File: src/rtl/dff_delay_line_pkg.sv
// Shared types and default sizing for the delay line and its sequence detector.
package dff_delay_line_pkg;

    localparam int DEF_WIDTH = 8;
    localparam int DEF_DEPTH = 4;
    localparam int DEF_CNT_W = 16;

    typedef enum logic [1:0] {
        IDLE,
        GOT1,
        GOT2
    } seq_state_e;

endpackage

File: src/rtl/dff_delay_line_seq3_detect.sv
// Three-word in-order sequence detector with overlap handling, a registered hit
// pulse and a saturating hit counter.
module seq3_detect
    import dff_delay_line_pkg::*;
#(
    parameter int WIDTH = DEF_WIDTH,
    parameter int CNT_W = DEF_CNT_W
) (
    input  logic             clk,
    input  logic             rst_n,
    input  logic             flush_i,
    input  logic             sample_i,
    input  logic [WIDTH-1:0] word_i,
    input  logic [WIDTH-1:0] pat0_i,
    input  logic [WIDTH-1:0] pat1_i,
    input  logic [WIDTH-1:0] pat2_i,
    output logic             seq_hit_o,
    output logic [CNT_W-1:0] hit_cnt_o
);

    seq_state_e       state_q, state_d;
    logic             hit_d;
    logic             seq_hit_q;
    logic [CNT_W-1:0] cnt_q, cnt_d;

    // On a miss in GOT2 the word may still extend a shorter prefix of the pattern.
    always_comb begin
        state_d = state_q;
        hit_d   = 1'b0;
        cnt_d   = cnt_q;
        if (flush_i) begin
            state_d = IDLE;
        end else if (sample_i) begin
            case (state_q)
                IDLE: begin
                    state_d = (word_i == pat0_i) ? GOT1 : IDLE;
                end
                GOT1: begin
                    if (word_i == pat1_i)      state_d = GOT2;
                    else if (word_i == pat0_i) state_d = GOT1;
                    else                       state_d = IDLE;
                end
                GOT2: begin
                    if (word_i == pat2_i) begin
                        hit_d = 1'b1;
                        if (pat0_i == pat1_i && pat1_i == pat2_i) state_d = GOT2;
                        else if (pat2_i == pat0_i)                state_d = GOT1;
                        else                                      state_d = IDLE;
                    end else if (pat0_i == pat1_i && word_i == pat1_i) begin
                        state_d = GOT2;
                    end else if (word_i == pat0_i) begin
                        state_d = GOT1;
                    end else begin
                        state_d = IDLE;
                    end
                end
                default: state_d = IDLE;
            endcase
            if (hit_d && cnt_q != {CNT_W{1'b1}}) cnt_d = cnt_q + CNT_W'(1);
        end
    end

    always_ff @(posedge clk or negedge rst_n) begin
        if (!rst_n) begin
            state_q   <= IDLE;
            seq_hit_q <= 1'b0;
            cnt_q     <= '0;
        end else begin
            state_q   <= state_d;
            seq_hit_q <= hit_d;
            cnt_q     <= cnt_d;
        end
    end

    assign seq_hit_o = seq_hit_q;
    assign hit_cnt_o = cnt_q;

endmodule

File: src/rtl/dff_delay_line.sv
// WIDTH x DEPTH register delay line with per-stage valid, stall, flush and a
// run-time tap select, feeding a three-word sequence detector.
module dff_delay_line
    import dff_delay_line_pkg::*;
#(
    parameter int WIDTH = DEF_WIDTH,
    parameter int DEPTH = DEF_DEPTH,
    parameter int SEL_W = $clog2(DEPTH + 1),
    parameter int CNT_W = DEF_CNT_W
) (
    input  logic             clk,
    input  logic             rst,
    input  logic             en,
    input  logic             flush,
    input  logic             din_vld,
    input  logic [WIDTH-1:0] din,
    input  logic [SEL_W-1:0] delay_sel,
    input  logic [WIDTH-1:0] pat0,
    input  logic [WIDTH-1:0] pat1,
    input  logic [WIDTH-1:0] pat2,
    output logic             dout_vld,
    output logic [WIDTH-1:0] dout,
    output logic             seq_hit,
    output logic [CNT_W-1:0] hit_cnt
);

    logic [WIDTH-1:0] stage_q [DEPTH];
    logic [WIDTH-1:0] stage_d [DEPTH];
    logic [DEPTH-1:0] vld_q;
    logic [DEPTH-1:0] vld_d;
    logic [WIDTH-1:0] tap_data;
    logic             tap_vld;
    logic             sample;

    // Invalid words shift exactly like valid ones so timing never depends on data.
    for (genvar i = 0; i < DEPTH; i++) begin : g_stage
        if (i == 0) begin : g_head
            assign stage_d[i] = flush ? '0   : (en ? din     : stage_q[i]);
            assign vld_d[i]   = flush ? 1'b0 : (en ? din_vld : vld_q[i]);
        end else begin : g_body
            assign stage_d[i] = flush ? '0   : (en ? stage_q[i-1] : stage_q[i]);
            assign vld_d[i]   = flush ? 1'b0 : (en ? vld_q[i-1]   : vld_q[i]);
        end
    end

    always_ff @(posedge clk or negedge rst) begin
        if (!rst) begin
            for (int i = 0; i < DEPTH; i++) stage_q[i] <= '0;
            vld_q <= '0;
        end else begin
            for (int i = 0; i < DEPTH; i++) stage_q[i] <= stage_d[i];
            vld_q <= vld_d;
        end
    end

    // Selects above DEPTH clamp to the last stage.
    always_comb begin
        tap_data = din;
        tap_vld  = din_vld;
        for (int k = 1; k <= DEPTH; k++) begin
            if (int'(delay_sel) == k || (k == DEPTH && int'(delay_sel) > DEPTH)) begin
                tap_data = stage_q[k-1];
                tap_vld  = vld_q[k-1];
            end
        end
    end

    // Reset also silences the bypass path so nothing leaks downstream.
    assign dout     = rst ? tap_data : '0;
    assign dout_vld = rst & tap_vld;
    assign sample   = en & ~flush & tap_vld;

    seq3_detect #(
        .WIDTH (WIDTH),
        .CNT_W (CNT_W)
    ) u_detect (
        .clk       (clk),
        .rst_n     (rst),
        .flush_i   (flush),
        .sample_i  (sample),
        .word_i    (tap_data),
        .pat0_i    (pat0),
        .pat1_i    (pat1),
        .pat2_i    (pat2),
        .seq_hit_o (seq_hit),
        .hit_cnt_o (hit_cnt)
    );

endmodule

File: config.mk
export PLATFORM = sky130hd
export DESIGN_NAME = dff_delay_line
export DESIGN_NICKNAME = d
export VERILOG_FILES = /design/src/rtl/dff_delay_line_pkg.sv /design/src/rtl/dff_delay_line_seq3_detect.sv /design/src/rtl/dff_delay_line.sv
export SDC_FILE = /design/constraint.sdc
export NUM_CORES = 1
export LEC_CHECK = 0
export CORE_MARGIN = 2
export CORE_UTILIZATION = 29
export CTS_CLUSTER_SIZE = 40
export DETAILED_ROUTE_END_ITERATION = 16
export SETUP_SLACK_MARGIN = 0.15
export SYNTH_ARGS = -nofsm -noshare
export SYNTH_HDL_FRONTEND = slang
export SYNTH_SLANG_ARGS = --single-unit
File: constraint.sdc
create_clock -name clk -period 4.81 [get_ports clk]
set_input_delay 0.962 -clock clk [delete_from_list [all_inputs] [get_ports clk]]
set_output_delay 0.962 -clock clk [all_outputs]
set_load 0.05 [all_outputs]
Word-level counts from Yosys, hierarchy flattened
Index checks and enable logic that the tools add are counted.
{"block": "word_totals", "reg_bits": 55, "output_inout_bits": 26, "in_bits": 40, "word_cells": 75}
{"block": "op_classes", "eq_ne": 13, "n_reduce_logical": 8, "n_bitwise": 4, "mux": 40, "n_lt_le_gt_ge": 1, "add_sub_neg": 1}
{"operator": "8-bit 2-to-1 mux", "n": 13}
{"operator": "8-bit equality test", "n": 6}
{"operator": "1-bit 2-to-1 mux", "n": 20}
{"operator": "16-bit by 1-bit adder with 16-bit output, second input constant", "n": 1}
{"operator": "16-bit inequality test, second input constant", "n": 1}
{"operator": "2-bit 2-to-1 mux", "n": 6}
{"operator": "3-bit equality test, second input constant", "n": 3}
{"operator": "2-bit case mux with 3 select lines", "n": 1}
{"operator": "2-bit nonzero test", "n": 2}
{"operator": "1-bit bitwise AND", "n": 3}
{"operator": "3-bit by 2-bit equality test with 1-bit output, second input constant", "n": 1}
{"operator": "3-bit > comparator, second input constant", "n": 1}
{"operator": "1-bit logical AND", "n": 3}
{"operator": "3-bit AND reduction", "n": 1}
{"operator": "2-bit by 1-bit equality test with 1-bit output, second input constant", "n": 1}
{"operator": "2-bit equality test, second input constant", "n": 1}
{"operator": "2-bit zero test", "n": 1}
{"operator": "1-bit logical OR", "n": 1}
{"operator": "1-bit inverter", "n": 1}

Depth between registers and ports, before layout
{"block": "logic_depth", "word_depth": 12, "ltp_mapped": 10}

Hierarchy
Synthesis repeated with hierarchy kept, for this count alone.
{"block": "hier_totals", "hier_cells": 269, "area_unflattened_um2": 3103.0}
{"mod": "dff_delay_line", "area_per_inst_um2": 1820.5, "seq_area_each_um2": 900.9, "instances": 1, "cells_each": 147}
{"mod": "seq3_detect", "area_per_inst_um2": 1282.5, "seq_area_each_um2": 475.5, "instances": 1, "cells_each": 122}

Worst setup path before layout
OpenSTA, ideal clock, no wires.
{"block": "synth_path", "path_type": "input port to output port", "start": "input port delay_sel[2]", "end": "output port dout[0]", "slack_ps": 1602, "n_path_buf": 1, "cell_stages": 5, "arrival_ps": 2246, "path_cell_list": "buf_2 > o21bai_2 > a21oi_1 > o2bb2ai_2 > nor2_1"}
{"block": "synth_between", "elab_chain_len": 6, "elab_cells_between_ends": 11, "cone_classes": "1 x order compare; 4 x eq/ne; 5 x mux; 1 x reduce/logical"}
{"element": "from (decl)", "line_no": "dff_delay_line.sv:17", "text": "input logic [SEL_W-1:0] delay_sel,"}
{"element": "3-bit by 2-bit equality test with 1-bit output", "line_no": "dff_delay_line.sv:61", "text": "if (int'(delay_sel) == k || (k == DEPTH && int'(delay_sel) > DEPTH)) begin"}
{"element": "8-bit 2-to-1 mux (3 in a row)", "line_no": "dff_delay_line.sv:61"}
{"element": "8-bit 2-to-1 mux (*)", "line_no": "dff_delay_line.sv:61"}
{"element": "8-bit 2-to-1 mux (*)", "line_no": "dff_delay_line.sv:69", "text": "assign dout = rst ? tap_data : '0;"}
{"element": "to (decl)", "line_no": "dff_delay_line.sv:22", "text": "output logic [WIDTH-1:0] dout,"}
Mark *: on every way between the ends. The rest lies on a longest branch, timed or not.

Worst setup path in the final report
{"block": "layout_path", "start": "input port delay_sel[1]", "end": "output port dout[0]"}
The elaborated chain is that of the path after synthesis.

==> results summary <==
The run finished with clean final reports. By area, the combinational part of the netlist is dominated by XOR/XNOR gates. The number of cells traversed by the worst register-to-register path is 7. The number of fill cells in the layout is 1082. Global routing consumed, over all layers together, 13.79% of the routing resources. The routed design has 8.054 mm of wire. The number of sinks handled by clock tree synthesis came out at 55. The via count of the first global-routing pass came to approximately 2600. The total setup violations reported at the end of the flow is 0. Across all register-to-register paths, the minimum setup slack is between 2 and 2.5 ns. The fraction of the mapped netlist area in adder cells came out at 0.3846%.

Clock-pin slew was measured on the worst setup and hold paths at around 0.11 ns. Setup repair after global routing left no endpoint under its margin. The port buffer count came out at 65. The area growth from synthesis to final layout is 27.50%. The measured slew at the worst slew-check pin is between 0.6 and 0.7 ns.

The cell depth of the worst hold path is 1. The capture endpoint of the worst hold path is u_detect.hit_cnt_o[9]$_DFFE_PN0P_. In this run, post-CTS repair resized a total of 0 instances. The die height came out at 109.9 µm.

The number of clock buffers added by TritonCTS is 5. After synthesis, the share of cell area in mux cells is between 10% and 20%. The leftover overflow at the end of global routing is 0. In this run the worst hold path is classified as reg2reg. The portion of the post-synthesis area used by sequential elements came out at 42.31%. The startpoint of the lowest-slack register-to-register path is stage_q[19]$_DFFE_PN0P_. In this run, post-CTS hold repair placed 0 buffers. The combined area of the multi-input logic cells came out at 1803 µm². The final setup skew is 0.01381 ns. The worst path in the final design needs a cycle of 4.466 ns, including I/O delays and setup. The number of remaining DRC errors is 0. The initial antenna violation count came out at 0. The largest fanout on the critical path came out at 8. The area inside the core boundary is 10890 µm². Final hold analysis gives a worst-case slack of ~0.49 ns. The initial utilization of the core area, before any placement, comes to 29.88%. The cell with the most instances on the worst path is clkdlybuf4s50_1. Of the total synthesized cell area, the portion taken by AND, OR, NAND and NOR gates is 16.88%.

Headroom to the max-slew limit came out at roughly 56%. The synthesized area came out at 3253 µm². The critical path goes through clkdlybuf4s50_1 -> nor2b_1 -> a22oi_1 -> o2bb2ai_2 -> nor2_1 -> clkdlybuf4s50_1. The largest net degree at the start of global routing is 39. The first TritonRoute pass finished after 4 iterations. The worst setup path is of the in2out kind. The number of buffers between clock root and the deepest sink came out at 2.

The share of post-route cells with drive strength above 1 came out at between 10% and 20%. The CTS H-tree depth is 2. 66 I/O pins were placed. The flip-flop and latch count after synthesis came out at 55. The final-report max-slew violation count is 0. The part of the cycle the worst path needs came out at between 90 and 100%. The detail-routed net length per standard cell came out at roughly 16 µm.

The endpoint identified for the worst register-to-register timing path is u_detect.hit_cnt_o[1]$_DFFE_PN0P_. In the final design database the tool counted 415 nets. The number of vias in the routed layout came out at 2528. The weighted congestion at the end of routability-driven global placement came out at between 0.8 and 0.9. After clock tree synthesis, the setup repair step added 0 buffers.

The sequential cells in the finished layout cover a total of 1376 µm². Of the total synthesized cell area, the portion taken by XOR and XNOR cells is ~17%. During synthesis, Yosys emitted a total of 0 warnings. The detailed router finished its first iteration with roughly 170 violations.

The number of cells produced by synthesis came out at ~300. For this run, the slowest stage of the critical path takes 0.82 ns. The synthesized netlist devotes between 8 and 9% of its cell area to compound gates. The later pin in the worst-skew pair is clocked with a latency of 0.32 ns. The data arrival time at the worst-slack endpoint is between 3 and 4 ns. The post-detailed-route via-to-cell ratio is slightly below 5. The type of element launching the critical path is an input port. Setup total negative slack on the finished layout was measured at 0 ns. The leakage power summed over all cells came out at 1.835 nW. The number of nets still failing antenna checks after routing came out at 0.

The synthesized netlist contains between 40 and 50 unique library cells. The first global-routing pass estimated 13.08 mm of wire. The total power per unit cell area is approximately 230 nW/µm². The largest individual stage delay along the critical path comes from the cell clkdlybuf4s50_1.

The total nets after synthesis came out at approximately 350. The count of final hold-check violations is 0. The peak supply drop came out at 0.0001318 V.

The area of the die is 12080 µm². The total of max-cap violations came out at 0. Row generation in the floorplan step produced 38 rows. The die outline width came out at 109.9 µm.

The HPWL after detailed placement came out at 5.864 mm. The number of antenna diodes came out at 0. The required time at the worst-slack endpoint is 3.85 ns.

CTS placed an instance of clkbuf_8 at the clock tree root. The maximum operating frequency came out at 0.2239 GHz. In this run the most critical hold path is launched from u_detect.hit_cnt_o[9]$_DFFE_PN0P_. A synthesized cell averages 10.67 µm².

TritonCTS built the clock tree. The type of destination of the critical path is a primary output.
## state kept, by name, indices dropped and copies added, names as in the netlist
name                cells
stage_q                32
u_detect.hit_cnt_o     16
vld_q                   4
u_detect.state_q        2
u_detect.seq_hit_o      1
## how the worst max path moves through the flow
stage,start,to,slack (ns),depth (start not counted)
final,delay_sel[1],dout[0],0.34,6
after global routing,delay_sel[1],dout[0],0.23,6
after CTS,delay_sel[1],dout[0],0.30,6
after detailed placement,delay_sel[1],dout[0],0.30,6
after global placement,delay_sel[1],dout[0],0.32,6
after floorplan,delay_sel[2],dout[0],1.60,5
## Yosys cell counts
master      n  share of area [%]
a2111oi_0   1               0.27
a21boi_0    1               0.23
a21oi_1     1               0.15
a221oi_1    7                1.9
a22oi_1     9                2.1
a2bb2oi_1   7                1.9
and2_1      9                1.7
and3_1      6                1.2
and3b_1     2               0.54
and4_1      1               0.27
buf_1       3               0.35
buf_2       2               0.31
buf_6       2               0.69
clkbuf_1    5               0.58
clkinv_1    1               0.12
dfrtp_1    55                 42
ha_1        1               0.38
inv_1       2               0.23
mux2_2      2               0.69
mux2i_1    37                 11
mux4_1      1               0.81
nand2_1     4               0.46
nand3_1     7                1.1
nand3b_1    1               0.23
nand4_1    11                2.1
nand4_2     4                1.5
nand4b_1    1               0.27
nor2_1     41                4.7
nor2b_1     1               0.19
nor2b_2     1               0.27
nor3_4      1               0.50
nor3b_2     1               0.38
nor4_1      5               0.96
nor4b_1     1               0.27
o21a_1      1               0.23
o21ai_0     3               0.46
o21bai_2    1               0.35
o2bb2a_1    1               0.31
o2bb2ai_2   1               0.46
or2_2       1               0.19
xnor2_1    40                 11
xor2_1     23                6.2
## critical path, delay by kind of cell
| kind | cells | cell delay (ns) |
|---|---|---|
| AO/OA/AOI/OAI | 2 | 0.41 |
| buffers and inverters | 2 | 1.42 |
| AND/OR/NAND/NOR | 2 | 0.69 |
## cell families (layout without fill, tap and decap cells)
kind of cell | count (synthesis) | after routing
AO/OA/AOI/OAI | 33 | 33
flip-flops | 55 | 55
XOR/XNOR | 63 | 63
adder cells (fa/ha/maj) | 1 | 1
AND/OR/NAND/NOR | 98 | 98
multiplexers | 40 | 40
buffers and inverters | 15 | 85
## routing by layer
metal | global-route usage [%] | share of wire [%] | vias up
met4 | 4.159 | 1.2 | 0
met1 | 18.57 | 47 | 1244
li1 | - | - | 1228
met3 | 1.778 | 3.2 | 7
met2 | 23.01 | 49 | 49
met5 | 0 | 0 | -
## cell type report
class,count,area share [%]
tap,140,4.223
sequential,55,33.18
timing repair buffer,74,16.65
multi-input combinational,235,43.47
inverter,3,0.2715
clock buffer,5,1.659
clock inverter,3,0.5430
## power by group
| part | switching (mW) | internal [mW] | leakage, nW | total (mW) |
|---|---|---|---|---|
| Combinational | 0.107 | 0.0876 | 1.03 | 0.194 |
| Clock | 0.168 | 0.106 | 0.0489 | 0.274 |
| Sequential | 0.00705 | 0.471 | 0.760 | 0.478 |
## cell usage in the layout, fill, tap and decap left out, types with 3 or more instances in the layout
cell type,count
a221oi_1,7
a2bb2oi_1,7
xor2_1,23
clkbuf_8,5
and3_1,6
nand2_1,4
mux2i_1,37
nand3_1,7
nor2_1,41
a22oi_1,9
nand4_1,11
nor4_1,5
dfrtp_1,55
clkdlybuf4s50_1,56
nand4_2,4
o21ai_0,3
xnor2_1,40
and2_1,9
buf_4,16
## stage by stage
step	utilization, %	cells	instance area, µm²	total power, mW	worst slack (ns)
floorplan	-	305	3253	0.5926	1.602
global placement	37.26	507	4056	0.6799	0.3199
detailed placement	37.26	507	4056	0.6809	0.3016
CTS	38.09	515	4148	0.9571	0.2970
global route	38.09	515	4148	0.9962	0.2341
finish	38.09	515	4148	0.9455	0.3444
Power figures use the tool's default switching activity.
